File: src/rtl/rf_dump_scanner.sv
// End-of-run register-file dump engine: halts the core on a stop PC or cycle budget,
// then streams PC, cycle count and x0..x31 over a valid/ready interface.
module rf_dump_scanner #(
    parameter logic [31:0] STOP_PC    = 32'h0000_0048,
    parameter int unsigned MAX_CYCLES = 1000,
    parameter int unsigned RD_LAT     = 1
) (
    input  logic        clk,
    input  logic        rst,
    input  logic [31:0] pc_in,
    output logic        cpu_halt,
    output logic [4:0]  reg_sel,
    input  logic [31:0] reg_data,
    output logic        dump_valid,
    input  logic        dump_ready,
    output logic [31:0] dump_data,
    output logic        dump_last,
    output logic        timeout,
    output logic        done
);

    typedef enum logic [1:0] {RUN, SEND, READ, DONE} state_e;

    localparam logic [31:0] MAX_C   = 32'(MAX_CYCLES);
    localparam logic [1:0]  RD_LAST = 2'(RD_LAT - 1);
    localparam logic [5:0]  IDX_END = 6'd33;

    state_e      state_q;
    logic [31:0] cyc_q;
    logic [5:0]  idx_q;
    logic [1:0]  wait_q;
    logic [4:0]  sel_q;
    logic [31:0] data_q;
    logic        valid_q;
    logic        last_q;
    logic        halt_q;
    logic        to_q;
    logic        done_q;

    logic        pc_trig;
    logic        bud_trig;
    logic [5:0]  idx_d;

    always_comb begin
        pc_trig  = (pc_in == STOP_PC);
        bud_trig = (cyc_q == MAX_C);
        idx_d    = idx_q + 6'd1;
    end

    // cyc_q stops counting once RUN is left, so it doubles as the latched count for beat 1.
    always_ff @(posedge clk) begin
        if (rst) begin
            state_q <= RUN;
            cyc_q   <= '0;
            idx_q   <= '0;
            wait_q  <= '0;
            sel_q   <= '0;
            data_q  <= '0;
            valid_q <= 1'b0;
            last_q  <= 1'b0;
            halt_q  <= 1'b0;
            to_q    <= 1'b0;
            done_q  <= 1'b0;
        end else begin
            unique case (state_q)
                RUN: begin
                    if (pc_trig || bud_trig) begin
                        state_q <= SEND;
                        data_q  <= pc_in;
                        to_q    <= !pc_trig;
                        idx_q   <= '0;
                        valid_q <= 1'b1;
                        last_q  <= 1'b0;
                        halt_q  <= 1'b1;
                    end else if (cyc_q < MAX_C) begin
                        cyc_q <= cyc_q + 32'd1;
                    end
                end
                SEND: begin
                    if (dump_ready) begin
                        if (idx_q == IDX_END) begin
                            state_q <= DONE;
                            valid_q <= 1'b0;
                            last_q  <= 1'b0;
                            done_q  <= 1'b1;
                            sel_q   <= 5'd31;
                        end else if (idx_d < 6'd2) begin
                            idx_q  <= idx_d;
                            data_q <= cyc_q;
                        end else begin
                            idx_q   <= idx_d;
                            sel_q   <= 5'(idx_d - 6'd2);
                            wait_q  <= '0;
                            valid_q <= 1'b0;
                            state_q <= READ;
                        end
                    end
                end
                READ: begin
                    if (wait_q == RD_LAST) begin
                        data_q  <= reg_data;
                        valid_q <= 1'b1;
                        last_q  <= (idx_q == IDX_END);
                        state_q <= SEND;
                    end else begin
                        wait_q <= wait_q + 2'd1;
                    end
                end
                DONE: begin
                    sel_q <= 5'd31;
                end
                default: state_q <= RUN;
            endcase
        end
    end

    assign cpu_halt   = halt_q;
    assign reg_sel    = sel_q;
    assign dump_valid = valid_q;
    assign dump_data  = data_q;
    assign dump_last  = last_q;
    assign timeout    = to_q;
    assign done       = done_q;

endmodule

File: config.mk
export PLATFORM = sky130hd
export DESIGN_NAME = rf_dump_scanner
export DESIGN_NICKNAME = d
export VERILOG_FILES = /design/src/rtl/rf_dump_scanner.sv
export SDC_FILE = /design/constraint.sdc
export NUM_CORES = 1
export LEC_CHECK = 0
export ABC_CLOCK_PERIOD_IN_PS = 3300
export BUFFER_PORTS_ARGS = -buffer_cell sky130_fd_sc_hd__buf_4
export CAP_MARGIN = 20
export CORE_MARGIN = 2
export CORE_UTILIZATION = 53
export CTS_CLUSTER_DIAMETER = 80
export DETAILED_ROUTE_END_ITERATION = 8
export PLACE_DENSITY = 0.8
export SETUP_SLACK_MARGIN = 0.15
export SLEW_MARGIN = 15
export SYNTH_ARGS = -nofsm -noshare
export SYNTH_HDL_FRONTEND = slang
export SYNTH_SLANG_ARGS = --single-unit
File: constraint.sdc
create_clock -name clk -period 3.3 [get_ports clk]
set_input_delay 0.825 -clock clk [delete_from_list [all_inputs] [get_ports clk]]
set_output_delay 0.825 -clock clk [all_outputs]
set_load 0.01 [all_outputs]
# After elaboration in Yosys (flattened, before gate mapping)
# Cells that the tools add are included.
# classes
eq_ne	15
shift	0
n_div	0
n_addsub	4
n_lt_le_gt_ge	2
reduce_logical	17
bitwise_logic	1
multipliers	0
n_mux	36
# op_table
op	count
32-bit two-way mux	5
32-bit one-hot mux with 3 select lines	1
32-bit by 1-bit adder with 32-bit output, second input constant	1
32-bit by 10-bit equality test with 1-bit output, second input constant	1
32-bit by 7-bit equality test with 1-bit output, second input constant	1
32-bit by 10-bit < comparator with 1-bit output, second input constant	1
2-bit two-way mux	9
6-bit two-way mux	3
2-bit inequality test, second input constant	8
5-bit two-way mux	3
5-bit AND reduction	3
6-bit one-hot mux with 2 select lines	1
5-bit one-hot mux with 2 select lines	1
1-bit two-way mux	9
3-bit AND reduction	3
6-bit by 1-bit adder with 6-bit output, second input constant	1
6-bit equality test, second input constant	1
6-bit by 2-bit < comparator with 1-bit output, second input constant	1
1-bit one-hot mux with 3 select lines	2
2-bit one-hot mux with 3 select lines	1
6-bit AND reduction	1
2-bit nonzero test	3
5-bit by 2-bit subtractor with 5-bit output, second input constant	1
2-bit equality test, second input constant	2
11 further kinds	12
# totals
latchBits	0
mem_bits_ro	0
mem_count	0
in_bits	67
ff_bits	84
mem_bits_rw	0

# Depth between registers and ports, before layout
# Gate-level depths: netlist (run 1).
# depth
ltp_word	6
depth_mapped	11

# Worst setup path before layout (run 1)
# Ideal clock, no wire load.
# synth_timing
kind	input to register
start	input pc_in[0]
end	register idx_q[2]
arrival_ns	2.305
path_slack_ns	0.920
required_ns	3.226
setup_ns	0.074
cell_stages	6
cell_sequence	nor4bb_1 > nand4_1 > o22ai_2 > o21ai_2 > or4b_1 > a31oi_1
# synth_between
elab_chain_len	4
# synth_rtl
item	line_no	source
start, declared	10	input logic [31:0] pc_in,
32-bit by 7-bit equality test with 1-bit output	45	pc_trig = (pc_in == STOP_PC);
1-bit logical OR	67	if (pc_trig || bud_trig) begin
2-bit inequality test (no line)	--	
4-bit AND reduction (no line)	--	
end signal, assigned	88	idx_q <= idx_d;
end signal, assigned	91	idx_q <= idx_d;
end, declared	30	logic [5:0] idx_q;
# No other way between the ends.
# A chain may end at the register's enable or synchronous reset.

# Worst setup path in the final report (run 1)
# layout_timing
start	register idx_q[0]
end	register data_q[29], in the netlist dump_data[29]
# layout_between
elab_chain_len	4
# layout_rtl
item	line_no	source
6-bit by 1-bit adder with 6-bit output	47	idx_d = idx_q + 6'd1;
6-bit by 2-bit < comparator with 1-bit output	87	end else if (idx_d < 6'd2) begin
2-bit inequality test (no line)	--	
6-bit AND reduction (no line) *	--	
end signal, assigned	69	data_q <= pc_in;
end signal, assigned	89	data_q <= cyc_q;
end signal, assigned	101	data_q <= reg_data;
end, declared	33	logic [31:0] data_q;
# Mark *: on every way between the ends. The rest lies on a longest branch, timed or not.

==> impl_metrics.env, run 1 <==
export IMPL_top_cells_by_instance_count_after_synthesis="sky130_fd_sc_hd__nor2_1, sky130_fd_sc_hd__dfxtp_1, sky130_fd_sc_hd__a21oi_1"
export IMPL_core_area_um2=7690
export IMPL_start_util_pct=54.6
export IMPL_grt_max_degree=65
export IMPL_syn_cell_area_um2=4200
export IMPL_rsz0062_at_grt="false"
export IMPL_detailed_place_hpwl_mm=7.98
export IMPL_clock_root_buffer="sky130_fd_sc_hd__clkbuf_8"
export IMPL_floorplan_io_pins=109
export IMPL_tritoncts_clock_tree="yes"
export IMPL_synth_top_cells_by_area="sky130_fd_sc_hd__dfxtp_1, sky130_fd_sc_hd__nor2_1, sky130_fd_sc_hd__mux2i_1"
export IMPL_final_min_clock_period_ns=2.75
export IMPL_clock_sinks=84
export IMPL_peak_freq_mhz=364
export IMPL_number_of_synthesized_flops_with_an_enable_pin=0
export IMPL_placed_cells=670
export IMPL_multi_input_comb_area_um2=2270
export IMPL_cap_violations=0
export IMPL_final_seq_area_um2=1680
export IMPL_post_route_cells_drive_above_1_share_pct=24.7
export IMPL_layoutNonFillerInstCount=686
export IMPL_mappedNetlistNets=563
export IMPL_antennaDiodeCount=0
export IMPL_syn_area_per_cell_um2=8.64
export IMPL_layout_worst_path_cycle_share_pct=83.3
export IMPL_grt_overflow_total=0
export IMPL_synth_most_common_cell="sky130_fd_sc_hd__nor2_1"
export IMPL_slew_headroom_pct=64.0
export IMPL_vias_in_the_first_global_route=3733
export IMPL_cts_setup_buffers=0
export IMPL_cts_reportedPaths_clkPinSlew_ns=0.08
export IMPL_fillers=641
export IMPL_placedInstanceArea_um2=5030
export IMPL_post_drt_via_cell_ratio=5.83
export IMPL_skew_ns=0.00560
export IMPL_slowest_stage="sky130_fd_sc_hd__dfxtp_1"
export IMPL_timing_final_hold_violations=0
export IMPL_power_ir_vdd_worst_mv=0.320
export IMPL_yosys_warnings=0
export IMPL_drt_initial_drc_count=279
export IMPL_critical_path_max_stage_delay_ns=0.53
export IMPL_die_height_um=93.0
export IMPL_drt_wl_total_mm=11.3
export IMPL_die_area_um2=8650
export IMPL_synth_async_sr_flop_share_pct=0
export IMPL_drt_drc_violations_left=0
export IMPL_drtAntennaViolNets=0
export IMPL_power_density_nw_per_um2=463
export IMPL_crit_chain="ha_1, nand3_2, a2111oi_1, o31a_4, o221a_2, buf_12, mux2i_1, nor2_1"
export IMPL_number_of_core_rows=32
export IMPL_route_detailed_wl_per_inst_um=16.5
export IMPL_arr_time_crit_path_ns=2.97
export IMPL_initial_antenna_violation_count=0
export IMPL_setup_worst_path_start_class="register"
export IMPL_postSynthRegisterBits=84
export IMPL_detail_route_first_pass_iterations=5
export IMPL_cts_path_max_buffers=2
export IMPL_netlist_cell_type_count=53
export IMPL_finalSetupTns_ns=0
export IMPL_hp_class="register to register"
export IMPL_design_final_nets=656
export IMPL_synth_seq_area_share_pct=40.1
export IMPL_holdBufCountCts=0
export IMPL_final_setup_violations=0
export IMPL_path_max_fanout=32
export IMPL_worst_setup_path_type="register to register"
export IMPL_number_of_standard_cells_after_synthesis=486
export IMPL_synthFlopType="sky130_fd_sc_hd__dfxtp_1"
export IMPL_number_of_clock_buffers_inserted_by_tritoncts=9
export IMPL_synthToLayoutAreaGrowth_pct=25.1
export IMPL_critical_path_required_ns=3.52
export IMPL_port_buffers=108
export IMPL_power_leakage_nw=2.09
export IMPL_fp_dieW_um=93.0
export IMPL_report_final_slew_viol_count=0
export IMPL_grt_util_all_layers_pct=26.1
export IMPL_wire_length_of_the_first_global_routing_pass_mm=17.8
export IMPL_outcome="finished, final reports clean"
export IMPL_finalInstanceArea_um2=5250
export IMPL_cts_resized_gates=0
export IMPL_synth_largest_type_area_fraction_pct=40.1
export IMPL_gp_congestion=0.817
export IMPL_netlist_top_cell_by_area="sky130_fd_sc_hd__dfxtp_1"
export IMPL_cts_max_level=3
export IMPL_via_count=3999
export IMPL_critical_path_endpoint_type="register"
export IMPL_worstSkewPairLatency_ns=0.35
export IMPL_max_slew_worst_pin_slew_ns=0.536
## sequential cells by signal (all words and copies together) (netlist names)
| signal | flops |
|---|---|
| dump_last | 1 |
| timeout | 1 |
| reg_sel | 5 |
| wait_q | 2 |
| done | 1 |
| cyc_q | 32 |
| state_q | 2 |
| dump_data | 32 |
| cpu_halt | 1 |
| dump_valid | 1 |
| idx_q | 6 |
## stage by stage
step                      hold WS [ns]  total power [mW]  setup slack (ns)  util [%]
final                            0.468              2.43             0.550      68.3
after global routing             0.489              2.53             0.422      68.3
after CTS                        0.467              2.44             0.605      68.3
after detailed placement         0.456              1.64             0.232      65.5
after global placement           0.445              1.63             0.285      65.5
after floorplan                  0.435              1.46             0.920         -
## cell usage in the layout (no fill, tap or decap), drive strengths merged, types with 9 or more instances in the layout
cell	netlist	layout
nand2	14	14
ha	10	10
xnor2	9	9
dfxtp	84	84
inv	13	13
nor4	15	15
o21ai	10	10
a22oi	32	32
nor2b	25	25
nor2	96	96
a21oi	38	38
clkbuf	25	11
mux2i	35	35
buf	10	117
## final cells by class
cell class / instances / area share (%)
clock buffer: 11 / 2.69
timing repair buffer: 117 / 17.2
clock inverter: 5 / 1.43
inverter: 13 / 0.929
tap: 102 / 2.43
sequential: 84 / 32.0
multi-input combinational: 354 / 43.3
## critical path, delay by kind of cell (launching register included)
kind	cells	cell delay, ns
and+or+nand+nor	2	0.26
buffers and inverters	1	0.23
muxes	1	0.24
AOI/OAI and AO/OA	3	0.95
adders and majority gates	1	0.36
DFF	1	0.53
## path summary, 6_finish.rpt
check	start	depth (start not counted)	to	slack, ns
worst max-delay path	idx_q[0]$_SDFFE_PP0P_	8	dump_data[29]$_SDFFE_PP0P_	0.55
worst min-delay path	wait_q[0]$_SDFFE_PP0P_	2	wait_q[0]$_SDFFE_PP0P_	0.47
worst max register to register	idx_q[0]$_SDFFE_PP0P_	8	dump_data[29]$_SDFFE_PP0P_	0.55
worst min register to register	wait_q[0]$_SDFFE_PP0P_	2	wait_q[0]$_SDFFE_PP0P_	0.47
## power by group
group          internal (mW)  total [mW]  switching, mW
combinational          0.241       0.526          0.285
sequential              1.06        1.10         0.0400
clock                  0.444       0.802          0.358
total                   1.75        2.43          0.684
## logic make-up (layout without fill, tap and decap cells)
kind of cell               count (synthesis)  in the layout  share of synthesized area [%]
muxes                                     37             37                           8.88
DFF                                       84             84                           40.1
and+or+nand+nor                          187            187                           22.0
adders and majority gates                 10             10                           2.98
buffers and inverters                     48            146                           5.87
xor gates and xnor gates                   9              9                           1.88
AOI/OAI and AO/OA                        111            111                           18.4
## per-layer routing
layer / GRT usage (%) / up-vias / part of all wire [%]
met5: 0 / - / 0
met4: 9.56 / 0 / 2.0
met3: 6.04 / 22 / 7.2
met1: 33.7 / 1866 / 43
li1: - / 1931 / -
met2: 42.6 / 180 / 48
(Power assumes the default switching activity.)
==> run 2, diff against run 1 <==
--- a/config.mk
+++ b/config.mk
@@ -5,14 +5,15 @@
 export SDC_FILE = /design/constraint.sdc
 export NUM_CORES = 1
 export LEC_CHECK = 0
-export ABC_CLOCK_PERIOD_IN_PS = 3300
+export ABC_AREA = 1
+export ABC_CLOCK_PERIOD_IN_PS = 2400
 export BUFFER_PORTS_ARGS = -buffer_cell sky130_fd_sc_hd__buf_4
 export CAP_MARGIN = 20
 export CORE_MARGIN = 2
-export CORE_UTILIZATION = 53
+export CORE_UTILIZATION = 49
 export CTS_CLUSTER_DIAMETER = 80
 export DETAILED_ROUTE_END_ITERATION = 8
-export PLACE_DENSITY = 0.8
+export PLACE_DENSITY = 0.77
 export SETUP_SLACK_MARGIN = 0.15
 export SLEW_MARGIN = 15
 export SYNTH_ARGS = -nofsm -noshare
==> constraint.sdc (replaced) <==
create_clock -name clk -period 2.4 [get_ports clk]
set_input_delay 0.6 -clock clk [delete_from_list [all_inputs] [get_ports clk]]
set_output_delay 0.6 -clock clk [all_outputs]
set_load 0.01 [all_outputs]
==> impl_metrics.env, run 2 <==
export IMPL_drt_initial_drc_count=323
export IMPL_critical_path_endpoint_type="register"
export IMPL_cts_path_max_buffers=2
export IMPL_layout_worst_path_cycle_share_pct=85.8
export IMPL_number_of_clock_buffers_inserted_by_tritoncts=9
export IMPL_start_util_pct=50.6
export IMPL_number_of_synthesized_flops_with_an_enable_pin=0
export IMPL_ff2ff_setup_slack_ns=0.34
export IMPL_regToRegEndpoint="dump_data[24]$_SDFFE_PP0P_"
export IMPL_synth_top_cells_by_area="sky130_fd_sc_hd__dfxtp_1, sky130_fd_sc_hd__nand2_1, sky130_fd_sc_hd__nor2_1"
export IMPL_synth_largest_type_area_fraction_pct=35.9
export IMPL_fillers=824
export IMPL_number_of_core_rows=35
export IMPL_clock_root_buffer="sky130_fd_sc_hd__clkbuf_8"
export IMPL_min_delay_path_depth=2
export IMPL_power_density_nw_per_um2=1310
export IMPL_setup_worst_path_start_class="register"
export IMPL_arr_time_crit_path_ns=2.32
export IMPL_netlist_cell_type_count=35
export IMPL_mappedNetlistNets=793
export IMPL_tritoncts_clock_tree="yes"
export IMPL_detailed_place_hpwl_mm=10.1
export IMPL_power_leakage_nw=2.72
export IMPL_via_count=4930
export IMPL_syn_cell_area_um2=4680
export IMPL_number_of_standard_cells_after_synthesis=716
export IMPL_floorplan_io_pins=109
export IMPL_post_route_m1_wl_mm=6.05
export IMPL_startpoint_of_the_lowest_slack_hold_path="cyc_q[25]$_SDFFE_PP0P_"
export IMPL_layout_cells_most_common="sky130_fd_sc_hd__nand2_1"
export IMPL_slew_headroom_pct=65.3
export IMPL_antennaDiodeCount=0
export IMPL_vias_in_the_first_global_route=4389
export IMPL_netlist_top_cell_by_area="sky130_fd_sc_hd__dfxtp_1"
export IMPL_route_detailed_wl_per_inst_um=14.2
export IMPL_critical_path_required_ns=2.67
export IMPL_placed_cells=927
export IMPL_synth_seq_area_share_pct=35.9
export IMPL_synth_async_sr_flop_share_pct=0
export IMPL_final_setup_violations=0
export IMPL_grt_overflow_total=0
export IMPL_detail_route_first_pass_iterations=6
export IMPL_gp_congestion=1.06
export IMPL_path_max_fanout=22
export IMPL_clock_sinks=84
export IMPL_wire_length_of_the_first_global_routing_pass_mm=21.3
export IMPL_cap_violations=0
export IMPL_postSynthRegisterBits=84
export IMPL_outcome="finished, final reports clean"
export IMPL_port_buffers=108
export IMPL_timing_final_hold_violations=0
export IMPL_hp_class="register to register"
export IMPL_worstSkewPairLatency_ns=0.37
export IMPL_power_ir_vdd_worst_mv=0.990
export IMPL_initial_antenna_violation_count=0
export IMPL_reg2regPathDepth=12
export IMPL_yosys_warnings=0
export IMPL_max_slew_worst_pin_slew_ns=0.516
export IMPL_die_height_um=102
export IMPL_fp_dieW_um=102
export IMPL_final_min_clock_period_ns=2.06
export IMPL_layoutNonFillerInstCount=949
export IMPL_post_route_cells_drive_above_1_share_pct=22.3
export IMPL_drt_drc_violations_left=0
export IMPL_syn_area_per_cell_um2=6.53
export IMPL_core_area_um2=9240
export IMPL_grt_max_degree=49
export IMPL_layout_common_cells="sky130_fd_sc_hd__nand2_1, sky130_fd_sc_hd__nor2_1, sky130_fd_sc_hd__buf_4, sky130_fd_sc_hd__dfxtp_1, sky130_fd_sc_hd__inv_1"
export IMPL_die_area_um2=10300
export IMPL_synthToLayoutAreaGrowth_pct=25.1
export IMPL_skew_ns=0.0114
export IMPL_worst_setup_path_type="register to register"
export IMPL_cts_max_level=3
export IMPL_wl_met2_mm=6.13
export IMPL_synthFlopType="sky130_fd_sc_hd__dfxtp_1"
export IMPL_routed_wl_met3_um=936
export IMPL_finalSetupTns_ns=0
export IMPL_design_final_nets=892
export IMPL_grt_util_all_layers_pct=26.4
export IMPL_drt_wl_total_mm=13.5
export IMPL_rsz0062_at_grt="false"
export IMPL_peak_freq_mhz=486
export IMPL_post_drt_via_cell_ratio=5.19
export IMPL_highest_layer="met4"
export IMPL_report_final_slew_viol_count=0
export IMPL_worst_case_hold_path_end_point="cyc_q[25]$_SDFFE_PP0P_"
export IMPL_synth_most_common_cell="sky130_fd_sc_hd__nand2_1"
export IMPL_top_cells_by_instance_count_after_synthesis="sky130_fd_sc_hd__nand2_1, sky130_fd_sc_hd__nor2_1, sky130_fd_sc_hd__dfxtp_1"
export IMPL_worstReg2RegStart="idx_q[1]$_SDFFE_PP0P_"
export IMPL_cts_reportedPaths_clkPinSlew_ns=0.09
export IMPL_drtAntennaViolNets=0
==> run 2: metrics by stage <==
step / cell area, µm² / hold slack [ns] / worst slack (ns) / util [%] / power (mW)
after global placement: 5580 / 0.430 / 0.168 / 60.4 / 6.38
final: 5850 / 0.446 / 0.340 / 63.3 / 7.69
after floorplan: 4680 / 0.414 / 0.562 / - / 5.08
after detailed placement: 5580 / 0.431 / 0.112 / 60.4 / 6.46
after global routing: 5850 / 0.461 / 0.150 / 63.3 / 8.29
after CTS: 5780 / 0.446 / 0.214 / 62.5 / 7.47
==> run 2: final cells by class <==
| cell class | count | area (µm²) | share of cell area (%) |
|---|---|---|---|
| well taps | 129 | 161 | 2.76 |
| clock buffers | 10 | 138 | 2.35 |
| inverters | 89 | 334 | 5.71 |
| clock inverters | 6 | 48.8 | 0.834 |
| multi-input cells | 506 | 2510 | 42.9 |
| repair buffers | 125 | 976 | 16.7 |
| flip-flops and latches | 84 | 1680 | 28.8 |
==> run 2: layer usage <==
metal  vias up  GRT usage, %
met5         -             0
met4         0          10.3
met3        31          4.00
met2       180          38.9
met1      2260          38.8
li1       2459             -
==> run 2: critical path, cell delays in order, from the launching register on <==
cell and delay, ns:
sky130_fd_sc_hd__dfxtp_2 0.38, sky130_fd_sc_hd__inv_1 0.07, sky130_fd_sc_hd__ha_1 0.32, sky130_fd_sc_hd__inv_1 0.07, sky130_fd_sc_hd__nor2_1 0.10, sky130_fd_sc_hd__nand2_1 0.10
sky130_fd_sc_hd__nor2_2 0.11, sky130_fd_sc_hd__nand2_1 0.06, sky130_fd_sc_hd__nand2_1 0.15, sky130_fd_sc_hd__nand2_8 0.13, sky130_fd_sc_hd__buf_12 0.21, sky130_fd_sc_hd__nor3_1 0.21
sky130_fd_sc_hd__nor2_1 0.07
==> run 2: cells by family after synthesis <==
family | synth area share [%]
adder cells (fa/ha/maj) | 2.67
buffers and inverters | 11.2
AO/OA/AOI/OAI | 13.6
AND/OR/NAND/NOR | 35.2
XOR/XNOR | 1.50
flip-flops | 35.9
==> run 2: worst max-delay path by stage <==
stage / start / end / slack, ns / depth (start not counted)
finish: idx_q[1]$_SDFFE_PP0P_ / dump_data[24]$_SDFFE_PP0P_ / 0.34 / 12
global route: idx_q[1]$_SDFFE_PP0P_ / dump_data[23]$_SDFFE_PP0P_ / 0.15 / 13
CTS: idx_q[0]$_SDFFE_PP0P_ / dump_data[27]$_SDFFE_PP0P_ / 0.21 / 13
detailed placement: idx_q[0]$_SDFFE_PP0P_ / dump_data[25]$_SDFFE_PP0P_ / 0.11 / 14
global placement: idx_q[0]$_SDFFE_PP0P_ / dump_data[0]$_SDFFE_PP0P_ / 0.17 / 14
floorplan: idx_q[1]$_SDFFE_PP0P_ / dump_data[0]$_SDFFE_PP0P_ / 0.56 / 14
==> run 2: what timing repair did <==
action / in CTS / in global routing
gates cloned: 1 / 0
hold buffers: 0 / 0
setup buffers: 0 / 5
setup endpoints to repair: 12 / 30
gates resized for setup: 0 / 6
pin swaps: 1 / 2
==> run 2: where the power goes <==
group	leakage (nW)	internal [mW]	switching (mW)
logic	1.95	1.84	2.84
clock network	0.0851	0.411	0.547
registers	0.686	1.79	0.258
==> run 3, diff against run 2 <==
--- a/config.mk
+++ b/config.mk
@@ -5,15 +5,14 @@
 export SDC_FILE = /design/constraint.sdc
 export NUM_CORES = 1
 export LEC_CHECK = 0
-export ABC_AREA = 1
 export ABC_CLOCK_PERIOD_IN_PS = 2400
 export BUFFER_PORTS_ARGS = -buffer_cell sky130_fd_sc_hd__buf_4
 export CAP_MARGIN = 20
 export CORE_MARGIN = 2
-export CORE_UTILIZATION = 49
+export CORE_UTILIZATION = 48
 export CTS_CLUSTER_DIAMETER = 80
 export DETAILED_ROUTE_END_ITERATION = 8
-export PLACE_DENSITY = 0.77
+export PLACE_DENSITY = 0.76
 export SETUP_SLACK_MARGIN = 0.15
 export SLEW_MARGIN = 15
 export SYNTH_ARGS = -nofsm -noshare
==> impl_metrics.env, run 3 (synthesis results as in run 1) <==
export IMPL_outcome="finished, final reports clean"
export IMPL_critical_path_endpoint_type="register"
export IMPL_final_setup_violations=0
export IMPL_core_area_um2=8590
export IMPL_design_final_nets=692
export IMPL_die_height_um=97.5
export IMPL_cpLargestDelayFamily="simple AND/OR/NAND/NOR gates"
export IMPL_arr_time_crit_path_ns=2.55
export IMPL_crit_chain="inv_4, ha_4, or4b_4, o31ai_4, o31a_4, o221a_4, buf_12, buf_12, mux2i_2, nor2_1"
export IMPL_path_buf_inv=3
export IMPL_post_route_cells_drive_above_1_share_pct=32.8
export IMPL_initial_antenna_violation_count=0
export IMPL_die_area_um2=9510
export IMPL_detail_route_first_pass_iterations=5
export IMPL_detailed_place_hpwl_mm=8.56
export IMPL_port_buffers=108
export IMPL_power_leakage_nw=2.35
export IMPL_final_min_clock_period_ns=2.31
export IMPL_worstSkewPairLatency_ns=0.36
export IMPL_grt_max_degree=70
export IMPL_drt_initial_drc_count=248
export IMPL_layout_cells_most_common="sky130_fd_sc_hd__buf_4"
export IMPL_highest_layer="met4"
export IMPL_fillers=678
export IMPL_final_util_pct=68.7
export IMPL_peak_freq_mhz=433
export IMPL_vias_in_the_first_global_route=3981
export IMPL_route_detailed_wl_per_inst_um=17.8
export IMPL_cts_reportedPaths_clkPinSlew_ns=0.09
export IMPL_layout_worst_path_cycle_share_pct=96.1
export IMPL_holdBufCountCts=0
export IMPL_max_slew_worst_pin_slew_ns=0.439
export IMPL_clock_root_buffer="sky130_fd_sc_hd__clkbuf_8"
export IMPL_cpMostUsedCell="sky130_fd_sc_hd__buf_12"
export IMPL_path_max_fanout=6
export IMPL_timing_final_hold_violations=0
export IMPL_cap_violations=0
export IMPL_start_util_pct=48.8
export IMPL_power_density_nw_per_um2=608
export IMPL_wire_length_of_the_first_global_routing_pass_mm=19.9
export IMPL_drt_drc_violations_left=0
export IMPL_totalPowerFinal_mw=3.59
export IMPL_worst_setup_path_type="register to register"
export IMPL_drt_wl_total_mm=12.9
export IMPL_grt_util_all_layers_pct=25.8
export IMPL_layout_common_cells="sky130_fd_sc_hd__buf_4, sky130_fd_sc_hd__nor2_1, sky130_fd_sc_hd__dfxtp_1, sky130_fd_sc_hd__a21oi_1, sky130_fd_sc_hd__mux2i_1"
export IMPL_cts_path_max_buffers=2
export IMPL_post_route_m1_wl_mm=5.28
export IMPL_grt_overflow_total=0
export IMPL_slowest_stage="sky130_fd_sc_hd__or4b_4"
export IMPL_critical_path_max_stage_delay_ns=0.47
export IMPL_critical_path_required_ns=2.65
export IMPL_tritoncts_clock_tree="yes"
export IMPL_number_of_clock_buffers_inserted_by_tritoncts=9
export IMPL_setup_slack_ns=0.0925
export IMPL_antennaDiodeCount=0
export IMPL_dp_slack_ns=-0.240
export IMPL_clock_sinks=84
export IMPL_synthToLayoutAreaGrowth_pct=40.6
export IMPL_via_count=4198
export IMPL_wl_met2_mm=6.50
export IMPL_number_of_core_rows=34
export IMPL_cts_max_level=3
export IMPL_skew_ns=0.0157
export IMPL_routed_wl_met3_um=975
export IMPL_fp_dieW_um=97.5
export IMPL_slew_headroom_pct=70.4
export IMPL_rsz0062_at_grt="true"
export IMPL_drtAntennaViolNets=0
export IMPL_gp_congestion=0.817
export IMPL_report_final_slew_viol_count=0
export IMPL_post_drt_via_cell_ratio=5.77
export IMPL_floorplan_io_pins=109
export IMPL_hp_class="register to register"
export IMPL_power_ir_vdd_worst_mv=0.435
export IMPL_setup_worst_path_start_class="register"
[run 3: changes by cell type in the layout (fill, tap and decap cells not counted), sizes merged, moves of 18 or more]
cell	delta
mux2i	+35
buf	+27
nor3	-18
o21bai	-18
a22oi	+32
a21oi	+18
nor2b	+25
nand2	-173
inv	-75
nor2	-47
[run 3: worst min-delay path, delay by kind of cell (launching register included)]
family	cells	cell delay, ns
AND/OR/NAND/NOR	1	0.05
AO/OA/AOI/OAI	1	0.06
flip-flops	1	0.32
[run 3: final timing paths]
| check | cells after the start | startpoint | slack, ns | endpoint |
|---|---|---|---|---|
| hold / removal | 2 | wait_q[1]$_SDFFE_PP0P_ | 0.48 | wait_q[1]$_SDFFE_PP0P_ |
| hold reg to reg | 2 | wait_q[1]$_SDFFE_PP0P_ | 0.48 | wait_q[1]$_SDFFE_PP0P_ |
| setup / recovery | 10 | idx_q[1]$_SDFFE_PP0P_ | 0.09 | dump_data[14]$_SDFFE_PP0P_ |
| setup reg to reg | 10 | idx_q[1]$_SDFFE_PP0P_ | 0.09 | dump_data[14]$_SDFFE_PP0P_ |
[run 3: area by class of cell]
cell class                 instances  area (µm²)  area share, %
multi-input combinational        354        2480           42.0
sequential                        84        1700           28.8
timing repair buffer             153        1320           22.3
clock buffer                      10         138           2.33
tap                              108         135           2.29
clock inverter                     5        85.1           1.44
inverter                          13        51.3          0.869
[run 3: through the flow]
step	hold WS [ns]	setup TNS, ns	std cells	cell area (µm²)
6_report	0.479	0	727	5900
5_1_grt	0.501	0	727	5900
4_1_cts	0.484	0	724	5720
3_5_place_dp	0.471	-6.87	700	5260
3_3_place_gp	0.449	-6.77	700	5260
2_1_floorplan	0.435	0	486	4220
[run 3: routing by layer]
layer	GRT usage [%]	up-vias
met5	0	-
met2	43.9	172
li1	-	2003
met4	6.09	0
met3	6.47	20
met1	33.0	2003
[run 3: timing repair]
item / CTS / global route
setup endpoints to repair: 46 / 53
cloned: 3 / 1
buffers inserted: 6 / 2
resized for setup: 16 / 30
pin swaps: 2 / 24
[run 3: power breakdown]
group | switching [mW] | internal [mW]
Sequential | 0.0589 | 1.46
Combinational | 0.450 | 0.459
Clock | 0.544 | 0.615
Total | 1.05 | 2.54
